==> src/rtl/apb_uart_fifo.sv <==
// APB slave UART with TX/RX FIFOs, programmable parity/stop bits, sticky errors and a maskable irq.
// Serial line is LSB first; each FSM has its own baud counter running 0..div.
module apb_uart_fifo #(
    parameter int unsigned DATA_BITS   = 8,
    parameter int unsigned FIFO_DEPTH  = 16,
    parameter int unsigned DEFAULT_DIV = 434
) (
    input  logic        clk,
    input  logic        rst,
    input  logic [31:0] PADDR,
    input  logic [31:0] PWDATA,
    input  logic        PWRITE,
    input  logic        PENABLE,
    input  logic        PSEL,
    output logic [31:0] PRDATA,
    output logic        pslverr,
    input  logic        serial_in,
    output logic        data_out,
    output logic        irq
);
    localparam int unsigned AW = $clog2(FIFO_DEPTH);
    localparam int unsigned PW = AW + 1;
    localparam int unsigned BW = (DATA_BITS > 1) ? $clog2(DATA_BITS) : 1;
    localparam logic [BW-1:0] LAST_BIT = BW'(DATA_BITS - 1);

    typedef enum logic [2:0] {TX_IDLE, TX_START, TX_DATA, TX_PARITY, TX_STOP} tx_state_t;
    typedef enum logic [2:0] {RX_IDLE, RX_START, RX_DATA, RX_PARITY, RX_STOP} rx_state_t;

    // Control and status registers
    logic [15:0] div;
    logic        parity_en, parity_odd, two_stop, tx_en, rx_en;
    logic [2:0]  irq_en;
    logic        overrun, frame_err, parity_err;

    // FIFO storage and pointers
    logic [DATA_BITS-1:0] tx_mem [FIFO_DEPTH];
    logic [DATA_BITS-1:0] rx_mem [FIFO_DEPTH];
    logic [PW-1:0] tx_wp, tx_rp, rx_wp, rx_rp, tx_level, rx_level;
    logic tx_empty, tx_full, rx_empty, rx_full;
    logic tx_push, tx_pop, rx_push, rx_pop, rx_push_req;
    logic [DATA_BITS-1:0] tx_head;

    // APB decode
    logic       access, wr_acc, rd_acc;
    logic [2:0] reg_idx;
    logic [2:0] w1c;
    logic       unused_bits;

    assign access  = PSEL & PENABLE;
    assign wr_acc  = access & PWRITE;
    assign rd_acc  = access & ~PWRITE;
    assign reg_idx = PADDR[4:2];
    assign w1c     = (wr_acc && reg_idx == 3'd2) ? PWDATA[6:4] : 3'b000;
    assign unused_bits = ^{PADDR[31:5], PADDR[1:0], PWDATA[31:21]};

    assign tx_level = tx_wp - tx_rp;
    assign rx_level = rx_wp - rx_rp;
    assign tx_empty = (tx_level == '0);
    assign rx_empty = (rx_level == '0);
    assign tx_full  = (tx_level == PW'(FIFO_DEPTH));
    assign rx_full  = (rx_level == PW'(FIFO_DEPTH));
    assign tx_head  = tx_mem[tx_rp[AW-1:0]];

    // A pop in the same cycle frees a slot, so a push into a full FIFO is still accepted
    assign tx_push = wr_acc && reg_idx == 3'd0 && (!tx_full || tx_pop);
    assign rx_pop  = rd_acc && reg_idx == 3'd1 && !rx_empty;
    assign rx_push = rx_push_req && (!rx_full || rx_pop);

    // TX FSM registers
    tx_state_t            tx_state, tx_state_n;
    logic [15:0]          tx_cnt, tx_cnt_n, tx_div, tx_div_n;
    logic [BW-1:0]        tx_idx, tx_idx_n;
    logic [DATA_BITS-1:0] tx_sh, tx_sh_n;
    logic                 tx_par, tx_par_n, tx_pen, tx_pen_n, tx_two, tx_two_n;
    logic                 tx_stop2, tx_stop2_n, data_out_n, tx_load, tx_tick, tx_busy;

    // RX FSM registers
    rx_state_t            rx_state, rx_state_n;
    logic [15:0]          rx_cnt, rx_cnt_n, rx_div, rx_div_n, rx_half_m1;
    logic [16:0]          rx_div_p1;
    logic [BW-1:0]        rx_idx, rx_idx_n;
    logic [DATA_BITS-1:0] rx_sh, rx_sh_n;
    logic                 rx_pen, rx_pen_n, rx_odd, rx_odd_n;
    logic                 rx_s1, rx_s2, rx_prev, rx_tick, rx_fall;
    logic                 frame_set, parity_set, overrun_set;

    assign tx_busy     = (tx_state != TX_IDLE);
    assign overrun_set = rx_push_req && !rx_push;

    // Combinational read data and error response
    always_comb begin
        PRDATA  = 32'd0;
        pslverr = 1'b0;
        case (reg_idx)
            3'd1: if (!rx_empty) PRDATA = 32'(rx_mem[rx_rp[AW-1:0]]);
            3'd2: PRDATA = {8'd0, 8'(rx_level), 8'(tx_level), tx_busy, parity_err, frame_err,
                            overrun, rx_full, rx_empty, tx_full, tx_empty};
            3'd3: PRDATA = {11'd0, rx_en, tx_en, two_stop, parity_odd, parity_en, div};
            3'd4: PRDATA = {29'd0, irq_en};
            default: PRDATA = 32'd0;
        endcase
        if (access) begin
            if (reg_idx > 3'd4)
                pslverr = 1'b1;
            else if (PWRITE && reg_idx == 3'd0 && tx_full && !tx_pop)
                pslverr = 1'b1;
            else if (!PWRITE && reg_idx == 3'd1 && rx_empty)
                pslverr = 1'b1;
        end
    end

    always_ff @(posedge clk or posedge rst) begin
        if (rst) begin
            div        <= 16'(DEFAULT_DIV);
            parity_en  <= 1'b0;
            parity_odd <= 1'b0;
            two_stop   <= 1'b0;
            tx_en      <= 1'b1;
            rx_en      <= 1'b1;
            irq_en     <= 3'b000;
            overrun    <= 1'b0;
            frame_err  <= 1'b0;
            parity_err <= 1'b0;
            irq        <= 1'b0;
        end else begin
            if (wr_acc && reg_idx == 3'd3) begin
                div        <= PWDATA[15:0];
                parity_en  <= PWDATA[16];
                parity_odd <= PWDATA[17];
                two_stop   <= PWDATA[18];
                tx_en      <= PWDATA[19];
                rx_en      <= PWDATA[20];
            end
            if (wr_acc && reg_idx == 3'd4) irq_en <= PWDATA[2:0];
            overrun    <= overrun_set | (overrun & ~w1c[0]);
            frame_err  <= frame_set   | (frame_err & ~w1c[1]);
            parity_err <= parity_set  | (parity_err & ~w1c[2]);
            irq <= (irq_en[0] & ~rx_empty) | (irq_en[1] & tx_empty) |
                   (irq_en[2] & (overrun | frame_err | parity_err));
        end
    end

    always_ff @(posedge clk or posedge rst) begin
        if (rst) begin
            tx_wp <= '0;
            tx_rp <= '0;
            rx_wp <= '0;
            rx_rp <= '0;
        end else begin
            if (tx_push) tx_wp <= tx_wp + PW'(1);
            if (tx_pop)  tx_rp <= tx_rp + PW'(1);
            if (rx_push) rx_wp <= rx_wp + PW'(1);
            if (rx_pop)  rx_rp <= rx_rp + PW'(1);
        end
    end

    always_ff @(posedge clk) begin
        if (tx_push) tx_mem[tx_wp[AW-1:0]] <= PWDATA[DATA_BITS-1:0];
        if (rx_push) rx_mem[rx_wp[AW-1:0]] <= rx_sh;
    end

    // TX next state: frame config and divisor are latched at frame start / each wrap
    assign tx_tick = (tx_cnt >= tx_div);

    always_comb begin
        tx_state_n = tx_state;
        tx_cnt_n   = tx_cnt;
        tx_div_n   = tx_div;
        tx_idx_n   = tx_idx;
        tx_sh_n    = tx_sh;
        tx_par_n   = tx_par;
        tx_pen_n   = tx_pen;
        tx_two_n   = tx_two;
        tx_stop2_n = tx_stop2;
        data_out_n = data_out;
        tx_load    = 1'b0;
        tx_pop     = 1'b0;
        if (tx_state != TX_IDLE) begin
            if (tx_tick) begin
                tx_cnt_n = 16'd0;
                tx_div_n = div;
            end else begin
                tx_cnt_n = tx_cnt + 16'd1;
            end
        end
        case (tx_state)
            TX_IDLE: begin
                data_out_n = 1'b1;
                tx_cnt_n   = 16'd0;
                tx_div_n   = div;
                if (!tx_empty && tx_en) tx_load = 1'b1;
            end
            TX_START: if (tx_tick) begin
                tx_state_n = TX_DATA;
                tx_idx_n   = '0;
                data_out_n = tx_sh[0];
            end
            TX_DATA: if (tx_tick) begin
                if (tx_idx == LAST_BIT) begin
                    if (tx_pen) begin
                        tx_state_n = TX_PARITY;
                        data_out_n = tx_par;
                    end else begin
                        tx_state_n = TX_STOP;
                        data_out_n = 1'b1;
                        tx_stop2_n = 1'b0;
                    end
                end else begin
                    tx_sh_n    = tx_sh >> 1;
                    tx_idx_n   = tx_idx + BW'(1);
                    data_out_n = tx_sh[1];
                end
            end
            TX_PARITY: if (tx_tick) begin
                tx_state_n = TX_STOP;
                data_out_n = 1'b1;
                tx_stop2_n = 1'b0;
            end
            TX_STOP: if (tx_tick) begin
                if (tx_two && !tx_stop2) begin
                    tx_stop2_n = 1'b1;
                end else if (!tx_empty && tx_en) begin
                    tx_load = 1'b1;
                end else begin
                    tx_state_n = TX_IDLE;
                    data_out_n = 1'b1;
                end
            end
            default: tx_state_n = TX_IDLE;
        endcase
        if (tx_load) begin
            tx_pop     = 1'b1;
            tx_state_n = TX_START;
            tx_cnt_n   = 16'd0;
            tx_div_n   = div;
            tx_sh_n    = tx_head;
            tx_par_n   = (^tx_head) ^ parity_odd;
            tx_pen_n   = parity_en;
            tx_two_n   = two_stop;
            data_out_n = 1'b0;
        end
    end

    always_ff @(posedge clk or posedge rst) begin
        if (rst) begin
            tx_state <= TX_IDLE;
            tx_cnt   <= 16'd0;
            tx_div   <= 16'(DEFAULT_DIV);
            tx_idx   <= '0;
            tx_sh    <= '0;
            tx_par   <= 1'b0;
            tx_pen   <= 1'b0;
            tx_two   <= 1'b0;
            tx_stop2 <= 1'b0;
            data_out <= 1'b1;
        end else begin
            tx_state <= tx_state_n;
            tx_cnt   <= tx_cnt_n;
            tx_div   <= tx_div_n;
            tx_idx   <= tx_idx_n;
            tx_sh    <= tx_sh_n;
            tx_par   <= tx_par_n;
            tx_pen   <= tx_pen_n;
            tx_two   <= tx_two_n;
            tx_stop2 <= tx_stop2_n;
            data_out <= data_out_n;
        end
    end

    // RX next state: start bit checked at half period, later bits at full periods
    assign rx_tick    = (rx_cnt >= rx_div);
    assign rx_fall    = rx_prev & ~rx_s2;
    assign rx_div_p1  = 17'(rx_div) + 17'd1;
    assign rx_half_m1 = (rx_div_p1[16:1] == 16'd0) ? 16'd0 : rx_div_p1[16:1] - 16'd1;

    always_comb begin
        rx_state_n  = rx_state;
        rx_cnt_n    = rx_cnt;
        rx_div_n    = rx_div;
        rx_idx_n    = rx_idx;
        rx_sh_n     = rx_sh;
        rx_pen_n    = rx_pen;
        rx_odd_n    = rx_odd;
        rx_push_req = 1'b0;
        frame_set   = 1'b0;
        parity_set  = 1'b0;
        case (rx_state)
            RX_IDLE: begin
                rx_cnt_n = 16'd0;
                rx_div_n = div;
                if (rx_en && rx_fall) begin
                    rx_state_n = RX_START;
                    rx_pen_n   = parity_en;
                    rx_odd_n   = parity_odd;
                end
            end
            RX_START: begin
                if (rx_cnt >= rx_half_m1) begin
                    rx_cnt_n   = 16'd0;
                    rx_idx_n   = '0;
                    rx_state_n = rx_s2 ? RX_IDLE : RX_DATA;
                end else begin
                    rx_cnt_n = rx_cnt + 16'd1;
                end
            end
            RX_DATA, RX_PARITY, RX_STOP: begin
                if (rx_tick) begin
                    rx_cnt_n = 16'd0;
                    rx_div_n = div;
                    if (rx_state == RX_DATA) begin
                        rx_sh_n = {rx_s2, rx_sh[DATA_BITS-1:1]};
                        if (rx_idx == LAST_BIT)
                            rx_state_n = rx_pen ? RX_PARITY : RX_STOP;
                        else
                            rx_idx_n = rx_idx + BW'(1);
                    end else if (rx_state == RX_PARITY) begin
                        parity_set = (rx_s2 != ((^rx_sh) ^ rx_odd));
                        rx_state_n = RX_STOP;
                    end else begin
                        rx_push_req = 1'b1;
                        frame_set   = ~rx_s2;
                        rx_state_n  = RX_IDLE;
                    end
                end else begin
                    rx_cnt_n = rx_cnt + 16'd1;
                end
            end
            default: rx_state_n = RX_IDLE;
        endcase
    end

    always_ff @(posedge clk or posedge rst) begin
        if (rst) begin
            rx_s1    <= 1'b1;
            rx_s2    <= 1'b1;
            rx_prev  <= 1'b1;
            rx_state <= RX_IDLE;
            rx_cnt   <= 16'd0;
            rx_div   <= 16'(DEFAULT_DIV);
            rx_idx   <= '0;
            rx_sh    <= '0;
            rx_pen   <= 1'b0;
            rx_odd   <= 1'b0;
        end else begin
            rx_s1    <= serial_in;
            rx_s2    <= rx_s1;
            rx_prev  <= rx_s2;
            rx_state <= rx_state_n;
            rx_cnt   <= rx_cnt_n;
            rx_div   <= rx_div_n;
            rx_idx   <= rx_idx_n;
            rx_sh    <= rx_sh_n;
            rx_pen   <= rx_pen_n;
            rx_odd   <= rx_odd_n;
        end
    end
endmodule
==> config.mk <==
export PLATFORM = sky130hd
export DESIGN_NAME = apb_uart_fifo
export DESIGN_NICKNAME = d
export VERILOG_FILES = /design/src/rtl/apb_uart_fifo.sv
export SDC_FILE = /design/constraint.sdc
export NUM_CORES = 1
export LEC_CHECK = 0
export ABC_CLOCK_PERIOD_IN_PS = 9100
export BUFFER_PORTS_ARGS = -buffer_cell sky130_fd_sc_hd__buf_4
export CAP_MARGIN = 20
export CORE_ASPECT_RATIO = 0.7
export CORE_MARGIN = 4
export CORE_UTILIZATION = 35
export DETAILED_ROUTE_END_ITERATION = 6
export GPL_TIMING_DRIVEN = 0
export PLACE_DENSITY = 0.59
export SYNTH_ARGS = -nofsm -noshare
export SYNTH_HDL_FRONTEND = slang
export SYNTH_SLANG_ARGS = --single-unit
==> constraint.sdc <==
create_clock -name clk -period 9.1 [get_ports clk]
set_input_delay 0.91 -clock clk [delete_from_list [all_inputs] [get_ports clk]]
set_output_delay 0.91 -clock clk [all_outputs]
set_load 0.1 [all_outputs]
-- Yosys cells after proc, flatten, opt, wreduce, memory -nomap -nowiden
Memories as Yosys holds them, arrays and structs flattened.
Cells that the tools add are included.
- register bits after elaboration: 150
- latch bits: 0
- bits in writable memories: 256
- bits in read-only memories: 0
- bits of input ports: 70
- output and inout port bits: 35
- word-level logic and storage cells: 267
- memories: 2
- add/sub/neg operators: 12
- multiply operators: 0
- divide/modulo/power cells: 0
- $lt $le $gt $ge: 4
- eq/ne operators: 40
- shifts and indexed selects: 0
- muxes and demuxes: 91
- bitwise gates (word level): 25
- reduce and logical (&&, ||, !) cells: 58
- memories (name ; words ; width ; read ports ; clocked after Yosys merged registers in ; wr ports ; line ; text):
    rx_mem ; 16 ; 8 ; 1 ; 0 ; 1 ; 37 ; logic [DATA_BITS-1:0] rx_mem [FIFO_DEPTH];
    tx_mem ; 16 ; 8 ; 1 ; 0 ; 1 ; 36 ; logic [DATA_BITS-1:0] tx_mem [FIFO_DEPTH];
- operator list (cell ; number):
    16-bit two-way mux ; 12
    32-bit one-hot mux with 4 select lines ; 1
    3-bit two-way mux ; 24
    16-bit >= comparator ; 3
    16-bit one-hot mux with 3 select lines ; 1
    8-bit two-way mux ; 5
    1-bit two-way mux ; 39
    16-bit by 1-bit adder with 16-bit output (second input constant) ; 2
    16-bit one-hot mux with 2 select lines ; 1
    2-bit != test (second input constant) ; 15
    3-bit != test (second input constant) ; 8
    5-bit by 1-bit adder with 5-bit output (second input constant) ; 4
    3-bit by 2-bit == test with 1-bit output (second input constant) ; 6
    16-bit by 1-bit adder with 17-bit output (second input constant) ; 1
    1-bit logical AND ; 17
    16-bit zero test ; 1
    8-bit XOR reduction ; 2
    16-bit by 1-bit subtractor with 16-bit output (second input constant) ; 1
    3-bit == test (second input constant) ; 5
    3-bit one-hot mux with 5 select lines ; 1
    3-bit nonzero test ; 5
    7-bit AND reduction ; 2
    3-bit one-hot mux with 2 select lines ; 2
    1-bit bitwise AND ; 10
    26 further kinds ; 62

-- Depth between registers and ports, before layout
Gate-level depths: netlist of the first run.
- depth after elaboration: 14
- mapped depth: 22
- gate-level depth less buffers: 20

-- Least setup slack after synthesis of the first run
Ideal clock, no wire load.
- path type: reg2out
- from: reg rx_rp[1]
- to: out pslverr
- arrival time: 5.244 ns
- data required time: 8.190 ns
- setup slack: 2.946 ns
- cell stages (with the launch flop): 12
- cells stage by stage: dfrtp_1 clkbuf_1 clkbuf_1 clkbuf_1 inv_1 fa_1 a21o_1 a21oi_1 xnor2_1 or3_1 o32a_1 o31ai_1
- longest elaborated chain between the ends: 7
- RTL lines (what ; line ; text):
    from (decl) ; 38 ; logic [PW-1:0] tx_wp, tx_rp, rx_wp, rx_rp, tx_level, rx_level;
    from (signal assigned) ; 153 ; if (rx_pop) rx_rp <= rx_rp + PW'(1);
    5-bit subtractor ; 57 ; assign rx_level = rx_wp - rx_rp;
    5-bit zero test ; 59 ; assign rx_empty = (rx_level == '0);
    1-bit logical AND ; 107 ; else if (!PWRITE && reg_idx == 3'd1 && rx_empty)
    1-bit two-way mux ; 107 ;
    1-bit two-way mux ; 105 ; else if (PWRITE && reg_idx == 3'd0 && tx_full && !tx_pop)
    1-bit two-way mux ; 103 ; if (reg_idx > 3'd4)
    1-bit two-way mux ; 102 ; if (access) begin
    to (decl) ; 16 ; output logic pslverr,
Every way passes these cells.

-- Worst setup path after layout of the first run
Same ends and word-level chain as after synthesis.

==> results.md, run 1 <==
* Fin nets at 1665
* CP Capture Type: output port
* Leakage at 8.43 nW
* Finished Layout Cells at 2281
* Inst Count DP at between 2000 and 2500
* First-pass GRT wire length at 72300 um
* Final hold viol count at 0
* Syn Inst Count at 1408
* Initial Util at 0.357
* Clk buf depth at 3
* DR iter-0 viols at roughly 1100
* # setup viols final at 0
* Post-synth ARST share at 0.369
* Num CTS Buffers at approximately 40
* Via count at 12003
* Setup crit start: rx_rp[1]
* Syn Area/Cell at 13.7 um2
* Post-DP HPWL at around 35000 um
* Synth Flop Type: edfxtp_1
* Top Ports at 105
* Layout area overhead at 13.9%
* Pins Over Slew Limit at 0
* CP Max Fanout at 10
* Post-CTS Setup Bufs at 0
* Antenna violations before repair at 2
* GPL Wtd Cong at roughly 0.84
* Maximum vdd ir drop at approximately 150 uV
* Top cell type's share of synthesized area at 0.397
* Clk Latency, worst-skew pair at 570 ps
* Worst Skew at between 30 and 40 ps
* CTS Sinks at 406
* Max Cap Viol at 0
* Residual DRC at 0
* Final worst slack at 2920 ps
* Total Wirelength at 47000 um
* Status: complete, no violations
* Period Utilization, post-route at 0.679
* H-tree depth at 2
* Row count at 71
* Synth area leader: edfxtp_1
* CP Launch Type: flip-flop
* Seq/Total Area, Yosys at 0.593
* Mapped cell area at 19300 um2
* Worst r2r src: rx_rp[1]
* Number of global-route vias before repair at 11775
* Clk root buf: clkbuf_16
* Flop-to-flop setup slack at 3490 ps
* Largest net degree at the start of global routing at 82
* Period minus WS final at 6180 ps
* Total die area at 59200 um2
* Total negative setup slack at 0 ps
* Via density at 5.26
* Worst Path Required at ~8200 ps
* Reg2Reg Depth at 12
* Layout cells sized above 1 at 0.181
* Grt total ovfl at 0
* HP Class: flip-flop to flip-flop
* Avg WL per Cell at about 20 um
* Cell Area, Placed at 20800 um2
* CP endpoint: pslverr
* Most frequent cells in the layout: edfxtp_1 (256), dfrtp_1 (129), nand2_1 (99), nor2_1 (94), mux4_2 (76)
* Highest clock rate at 162 MHz
* Reg2reg end: rx_mem[15][4]
* Design area at 22000 um2
* Worst-margin pin slew at between 1000 and 1500 ps
* TritonCTS clock tree: yes
* Synth area leaders: edfxtp_1 (40%), dfrtp_1 (17%), mux4_2 (8.8%), ha_1 (4.9%), dfstp_2 (2.9%)
* Arrival @ worst endpoint at between 5000 and 6000 ps
* RSZ-0062 raised after global routing: false
* Power density over the cells at 285 nW/um2
* Critical path class: flip-flop to output port
* ANT nets after route at 0
* Clock-pin slew on the worst setup and hold paths at ~60 ps
* Distinct cell type count after synthesis at 76
* Relative slew slack at 0.223
* Die Ht at 205 um
* EDFF count, synth at 256
* Total GRT Usage at 0.160
* Chip width at 289 um
* CORE AREA at 54200 um2
* # resized after CTS at 0
* Synthesized flop and latch total at between 400 and 500
* Hold buffer count at CTS at 0
* Drt pass-1 iters at 5
* Fillers at around 5000
* Ys Warns at 0
* Place WS at about 3400 ps
* Port Buffers at 52
* Most common cell after layout, fill and taps aside: edfxtp_1
[sequential cells by signal (all words and copies together) (netlist names), 8 cells and up]
| register | cells |
|---|---|
| tx_div | 16 |
| rx_sh | 8 |
| rx_div | 16 |
| rx_mem | 128 |
| tx_mem | 128 |
| rx_cnt | 16 |
| tx_cnt | 16 |
| div | 16 |
| tx_sh | 8 |
[worst min-delay path by stage]
stage | startpoint | endpoint | cells after the start
after global routing | rx_s1 | rx_s2 | 0
after detailed placement | rx_s1 | rx_s2 | 0
after floorplan | rx_s1 | rx_s2 | 0
after global placement | rx_s1 | rx_s2 | 0
after CTS | rx_s1 | rx_s2 | 0
final | rx_s1 | rx_s2 | 0
[metrics by stage]
| step | power, mW | utilization | hold WS (ps) |
|---|---|---|---|
| after floorplan | 4.12 | - | 345 |
| after global placement | 4.67 | 0.382 | 348 |
| after detailed placement | 4.72 | 0.383 | 351 |
| after CTS | 6.33 | 0.407 | 361 |
| after global routing | 6.67 | 0.407 | 368 |
| final | 6.29 | 0.407 | 359 |
[cells by family after synthesis]
| family | count (synthesis) | synth area share |
|---|---|---|
| flip-flops | 406 | 0.593 |
| AO/OA/AOI/OAI | 213 | 0.0734 |
| XOR/XNOR | 78 | 0.0365 |
| AND/OR/NAND/NOR | 351 | 0.0869 |
| buffers and inverters | 135 | 0.0309 |
| adder cells (fa/ha/maj) | 77 | 0.0506 |
| other | 1 | 0.000194 |
| multiplexers | 147 | 0.129 |
[critical path, cell delays in order, from the launching register on]
cell and delay [ps]:
dfrtp_1 360, clkbuf_1 370, clkbuf_1 540, clkbuf_1 590, inv_1 220, fa_1 470
a21o_1 200, a21oi_1 220, xnor2_1 130, or3_1 480, o32a_1 350, o31ai_1 400
buf_4 380
[cells in the mapped netlist, types with 4 or more instances]
library cell / instances
nor4_1: 4
nand2_1: 99
o22ai_1: 4
a22o_1: 17
a221oi_2: 4
o211ai_1: 4
o21ai_1: 34
buf_2: 9
a21oi_1: 49
dfrtp_1: 129
edfxtp_1: 256
nor2_1: 94
inv_1: 61
mux2i_1: 16
o21ai_0: 24
dfstp_2: 21
o31ai_1: 4
o2bb2ai_1: 4
or3_1: 7
nor2b_1: 11
a31oi_1: 13
clkbuf_1: 38
nand2b_1: 17
nor3_1: 21
and3_1: 25
inv_2: 5
and2_1: 4
mux2_2: 20
xor2_1: 21
nor3b_1: 5
nand3_1: 29
buf_4: 12
nand4_1: 22
buf_1: 6
mux4_2: 76
ha_1: 75
xnor2_1: 54
a21o_1: 22
mux2_1: 35
o21a_1: 4
[final cells by class]
type,instances,area (um2),area share
clock buffers,60,1140,0.0516
clock inverters,15,126,0.00573
diodes,1,2.50,0.000114
well taps,730,913,0.0414
flip-flops and latches,406,11500,0.520
repair buffers,57,445,0.0202
inverters,66,253,0.0115
multi-input cells,877,7350,0.333
plain buffers,69,349,0.0158
[layer usage]
metal | wire [um] | GRT usage | up-vias
met5 | 0 | 0 | -
met4 | 644 | 0.0311 | 0
met3 | 3620 | 0.0347 | 50
met2 | 18900 | 0.217 | 349
met1 | 23800 | 0.260 | 6119
li1 | - | - | 5485
[power by group]
part	internal, mW	leakage (nW)	switching (mW)	total [mW]
Combinational	0.979	3.55	1.37	2.35
Clock	0.879	0.620	0.722	1.60
Sequential	2.16	4.26	0.175	2.34
Total	4.02	8.43	2.27	6.29
No activity file was read; power rests on OpenSTA's default activity.
==> run 2, diff against run 1 <==
Settings changed: ABC_CLOCK_PERIOD_IN_PS 9100 to 6100.
Clock period 9.1 ns to 6.1 ns, I/O delays scaled along.
==> results.md, run 2 (synthesis gave the netlist of run 1 again) <==
* Reg2reg end: rx_cnt[0]
* CP Max Fanout at 10 (unchanged)
* Grt total ovfl at 0 (unchanged)
* CORE AREA at 54200 um2 (unchanged)
* Place WS at 483 ps (-2930 ps)
* Post-DP HPWL at 34600 um (unchanged)
* Fin nets at 1665 (unchanged)
* Design area at 22000 um2 (about the same)
* Row count at 71 (unchanged)
* Worst r2r src: rx_div[1]
* Most common cell after layout, fill and taps aside: edfxtp_1
* CP Capture Type: output port
* Relative slew slack at 0.234 (+0.0112)
* HP Class: input pin to flip-flop
* Worst-margin pin slew at 1140 ps (-16.7 ps)
* Clk buf depth at 3 (unchanged)
* Maximum vdd ir drop at 218 uV (+49%)
* Avg WL per Cell at 20.6 um (about the same)
* Clock group share of total power at 0.255 (about the same)
* Flop-to-flop setup slack at 580 ps (-2910 ps)
* Clk root buf: clkbuf_16
* Leakage at 8.45 nW (+0.24%)
* Initial Util at 0.357 (unchanged)
* Worst Skew at 37.4 ps (+0.208 ps)
* Via count at 12023 (+0.17%)
* Total die area at 59200 um2 (unchanged)
* Arrival @ worst endpoint at 5030 ps (-240 ps)
* Antenna violations before repair at 2 (unchanged)
* Top Ports at 105 (unchanged)
* Critical path class: flip-flop to output port
* Clock-pin slew on the worst setup and hold paths at 60 ps (about the same)
* Period minus WS final at 5640 ps
* Total Wirelength at 47000 um (about the same)
* Reg2Reg Depth at 22 (+10)
* Highest clock rate at 177 MHz
* Final hold viol count at 0 (unchanged)
* Max Cap Viol at 0 (unchanged)
* Period Utilization, post-route at 0.924
* P_sw at 3.39 mW (+49%)
* Sw frac at 0.361 (about the same)
* Drt pass-1 iters at 5 (unchanged)
* First-pass GRT wire length at 72300 um (unchanged)
* CTS Sinks at 406 (unchanged)
* Power density over the cells at 426 nW/um2 (+49%)
* Worst Path Required at 5490 ps (-2700 ps)
* CP Launch Type: flip-flop
* Status: complete, no violations
* HP Start: serial_in
* Layout area overhead at 14.0% (about the same)
* Port Buffers at 52 (unchanged)
* Die Ht at 205 um (unchanged)
* RSZ-0062 raised after global routing: false
* Clk Latency, worst-skew pair at 570 ps (about the same)
* Total GRT Usage at 0.160 (unchanged)
* Most frequent cells in the layout: edfxtp_1 (256), dfrtp_1 (129), nand2_1 (99), nor2_1 (94), mux4_2 (76)
* Residual DRC at 0 (unchanged)
* H-tree depth at 2 (unchanged)
* Largest net degree at the start of global routing at 82 (unchanged)
* Chip width at 289 um (unchanged)
* DR iter-0 viols at 1103 (unchanged)
* Pins Over Slew Limit at 0 (unchanged)
* Via density at 5.27 (+0.17%)
* CP endpoint: pslverr
* # setup viols final at 0 (unchanged)
* ANT nets after route at 0 (unchanged)
* Num CTS Buffers at 41 (unchanged)
* Combinational power share at 0.374 (about the same)
* TritonCTS clock tree: yes
* Final worst slack at 464 ps (-2460 ps)
* Cell Area, Placed at 20800 um2 (unchanged)
* Number of global-route vias before repair at 11775 (unchanged)
* Sequential share of power at 0.372 (about the same)
* Hold buffer count at CTS at 0 (unchanged)
* Setup crit start: tx_rp[1]
* Internal power at 6.00 mW (+49%)
* GPL Wtd Cong at 0.837 (unchanged)
* Layout cells sized above 1 at 0.181 (+0.000645)
==> run 2: layout make-up <==
| cell class | count | area, um2 |
|---|---|---|
| fill | 5039 | 32100 |
| sequential | 406 | 11500 |
| multi-input combinational | 877 | 7350 |
| clock buffer | 60 | 1140 |
| tap | 730 | 913 |
| timing repair buffer | 57 | 445 |
| buffer | 69 | 350 |
| inverter | 66 | 253 |
| clock inverter | 15 | 126 |
| antenna | 1 | 2.50 |
==> run 2: metal layers <==
metal	GRT usage	wire length, um
met5	0	0
met4	0.0311	644
met3	0.0347	3610
met2	0.217	18900
met1	0.260	23900
==> run 2: power groups by stage <==
stage	Clock [mW]	Combinational, mW	Sequential (mW)
5_1_grt	2.57	3.86	3.52
3_5_place_dp	0	3.50	3.54
2_1_floorplan	0	2.67	3.48
3_3_place_gp	0	3.44	3.53
6_report	2.39	3.51	3.49
4_1_cts	2.45	3.52	3.49
==> run 2: through the flow <==
step / hold WS (ps) / TNS, ps / util / instances / power (mW)
2_1_floorplan: 345 / 0 / - / 1418 / 6.15
3_3_place_gp: 348 / -56300 / 0.382 / 2200 / 6.97
3_5_place_dp: 351 / 0 / 0.383 / 2204 / 7.04
4_1_cts: 139 / 0 / 0.407 / 2279 / 9.45
5_1_grt: 137 / 0 / 0.407 / 2280 / 9.95
6_report: 159 / 0 / 0.407 / 2281 / 9.39
==> run 2: repair_timing <==
action                                  CTS  global route
buffers inserted                          0             0
endpoints found under the hold margin     0             0
endpoints found under the setup margin    0             3
resized for setup                         0             2
==> run 2: worst max-delay path: stages, from the launching register on <==
cell and delay [ps]:
dfrtp_1 420, clkbuf_1 370, buf_2 410, buf_2 380, inv_1 120, ha_1 280, nor2b_1 130, o21ai_1 140
a21boi_0 130, o21ai_1 270, o211ai_1 180, a211oi_1 940, o32a_1 290, o31ai_1 120, buf_4 270
==> run 2: worst min-delay path by stage <==
stage               slack [ps]  cells past startpoint     to
floorplan                  350                      0  rx_s2
detailed placement         350                      0  rx_s2
finish                     160                      1  rx_s1
global route               140                      1  rx_s1
global placement           350                      0  rx_s2
CTS                        140                      1  rx_s1
==> run 3, diff against run 2 <==
Settings changed: ABC_AREA set to 1, CELL_PAD_IN_SITES_DETAIL_PLACEMENT set to 1, CELL_PAD_IN_SITES_GLOBAL_PLACEMENT set to 2, PLACE_DENSITY 0.59 to 0.8, SLEW_MARGIN set to 10.
==> results.md, run 3 <==
* Post-CTS Setup Bufs at 0 (unchanged)
* HP Class: input pin to asynchronous set/reset pin
* Clk buf depth at 3 (unchanged)
* Row count at 73 (+2.8%)
* Fin nets at 2377 (+43%)
* Port Buffers at 53 (+1.9%)
* Top cell by count, worst path: nand3_1
* Pins Over Slew Limit at 0 (unchanged)
* Clk Latency, worst-skew pair at 600 ps (+30 ps)
* Fillers at 6535 (+30%)
* Syn Inst Count at 2121 (+51%)
* Drt pass-1 iters at 5 (unchanged)
* Total die area at 61300 um2 (+3.7%)
* Arrival @ worst endpoint at 4800 ps (-230 ps)
* Synth area leader: edfxtp_1
* CP Launch Type: flip-flop
* Antenna violations before repair at 1 (-1)
* Initial Util at 0.354 (-0.00346)
* Layout cells sized above 1 at 0.107 (-0.0744)
* Mapped cell area at 20100 um2 (+3.8%)
* Worst Skew at 30.5 ps (-6.87 ps)
* Via density at 5.18 (-1.8%)
* Cell Area, Placed at 21500 um2 (+3.5%)
* Post-synth ARST share at 0.369 (unchanged)
* CP Max Fanout at 10 (unchanged)
* # setup viols final at 0 (unchanged)
* Total Wirelength at 63400 um (+35%)
* Clock-pin slew on the worst setup and hold paths at 70 ps (about the same)
* Leading cell types by count after synthesis: nand2_1 (541), edfxtp_1 (256), inv_1 (231)
* Design area at 23000 um2 (+4.3%)
* Via count at 15613 (+30%)
* Number of global-route vias before repair at 16051 (+36%)
* Total GRT Usage at 0.207 (+0.0475)
* Final worst slack at 687 ps (+223 ps)
* CORE AREA at 56800 um2 (+4.8%)
* Hold buffer count at CTS at 0 (unchanged)
* Antenna cells at 0 (-1)
* Synth area leaders: edfxtp_1 (38%), dfrtp_1 (16%), nand2_1 (10%), ha_1 (4.7%), inv_1 (4.3%)
* Die Ht at 208 um (+1.8%)
* Worst path slowest cell: buf_1
* Power density over the cells at 448 nW/um2 (+5.2%)
* Avg WL per Cell at 21.0 um (+2.0%)
* Layout area overhead at 14.5%
* RSZ-0062 raised after global routing: false
* TritonCTS clock tree: yes
* Relative slew slack at 0.274 (+0.0404)
* Most frequent cells in the layout: nand2_1 (541), edfxtp_1 (256), inv_1 (230), nor2_1 (178), nand3_1 (137)
* Distinct cell type count after synthesis at 54 (-29%)
* Finished Layout Cells at 3015 (+32%)
* Max Cap Viol at 0 (unchanged)
* Largest net degree at the start of global routing at 79 (-3.7%)
* Syn Area/Cell at 9.47 um2 (-31%)
* # resized after CTS at 0 (unchanged)
* Top cell type's share of synthesized area at 0.383 (-0.0146)
* Status: complete, no violations
* GPL Wtd Cong at 0.837 (about the same)
* Most common cell after layout, fill and taps aside: nand2_1
* Highest clock rate at 185 MHz (+4.1%)
* Clk root buf: clkbuf_16
* Most frequent cell after synthesis: nand2_1
* Worst-margin pin slew at 1080 ps (-57.8 ps)
* Grt total ovfl at 0 (unchanged)
* Period minus WS final at 5410 ps (-223 ps)
* EDFF count, synth at 256 (unchanged)
* DR iter-0 viols at 1087 (-1.5%)
* CTS Sinks at 406 (unchanged)
* Sequential cell area at 11500 um2 (unchanged)
* Leakage at 9.93 nW (+18%)
* Area taken by multi-input logic gates at 7350 um2 (about the same)
* Flop-to-flop setup slack at 1530 ps (+950 ps)
* First-pass GRT wire length at 98200 um (+36%)
* Residual DRC at 0 (unchanged)
* Chip width at 294 um (+1.8%)
* Critical path class: flip-flop to output port
* Post-DP HPWL at 45600 um (+32%)
* Seq/Total Area, Yosys at 0.571 (-0.0218)
* Num CTS Buffers at 43 (+4.9%)
* Maximum vdd ir drop at 231 uV (+6.3%)
* Final hold viol count at 0 (unchanged)
* Top Ports at 105 (unchanged)
* CP Capture Type: output port
* Period Utilization, post-route at 0.887 (-0.0365)
* Inst Count DP at 2935 (+33%)
* Crit-path cells: inv_1, buf_1, ha_1, xnor2_1, nand3_1, nand2_1, a21oi_2, nand2_2, buf_2, nand3_1, a21oi_1, buf_4
* Synthesized flop and latch total at 406 (unchanged)
* Synth Flop Type: edfxtp_1
* Ys Warns at 0 (unchanged)
* H-tree depth at 2 (unchanged)
* Worst Path Required at 5490 ps (about the same)
* Place WS at 1440 ps (+953 ps)
* ANT nets after route at 0 (unchanged)
* Max stage delay on crit path at 550 ps (-390 ps)
run 3: per-layer routing:
metal | vias to the layer above | wire (um) | GRT usage
met5 | - | 135 | 0.0157
met4 | 2 | 964 | 0.0391
met3 | 68 | 3390 | 0.0305
met2 | 344 | 26900 | 0.305
met1 | 7893 | 32000 | 0.323
li1 | 7306 | - | -
run 3: worst paths after layout:
path	to	cells after the start	start
worst min-delay path	div[14]	2	rst
max in group asynchronous	div[1]	3	rst
worst max register to register	tx_mem[6][4]	16	tx_rp[3]
min in group clk	rx_s1	1	serial_in
worst max-delay path	pslverr	12	tx_rp[3]
worst min register to register	rx_s2	0	rx_s1
run 3: worst max-delay path, delay by kind of cell (launching register included):
kind,cells,cell delay (ps)
flip-flops,1,450
adder cells (fa/ha/maj),1,390
AO/OA/AOI/OAI,2,470
buffers and inverters,4,1510
AND/OR/NAND/NOR,4,830
XOR/XNOR,1,540
run 3: logic make-up after synthesis:
| family | count (synthesis) | synth area share |
|---|---|---|
| mux | 10 | 0.00561 |
| flops | 406 | 0.571 |
| compound gates | 313 | 0.0890 |
| other cells | 1 | 0.000187 |
| fa+ha+maj | 77 | 0.0487 |
| simple gates | 938 | 0.196 |
| xor+xnor | 55 | 0.0244 |
| buf+inv | 321 | 0.0650 |
run 3: area by class of cell:
cell class | count | area share
Sequential cell | 406 | 0.499
Multi-Input combinational cell | 1404 | 0.320
Clock buffer | 51 | 0.0503
Tap cell | 750 | 0.0408
Inverter | 243 | 0.0401
Timing Repair Buffer | 54 | 0.0185
Buffer | 78 | 0.0170
Clock inverter | 29 | 0.0145
run 3: metrics by stage:
stage | total power, mW | utilization | setup TNS, ps | hold slack, ps
global placement | 7.35 | 0.378 | -94860 | 377
detailed placement | 7.50 | 0.378 | 0 | 376
floorplan | 6.12 | - | 0 | 345
global route | 11.0 | 0.405 | 0 | 107
finish | 10.3 | 0.405 | 0 | 72.8
CTS | 10.3 | 0.405 | 0 | 100
run 3: report_power, final:
part	total [mW]	switching (mW)	internal, mW
combinational	4.04	2.91	1.13
clock	2.82	1.20	1.62
sequential	3.44	0.232	3.20
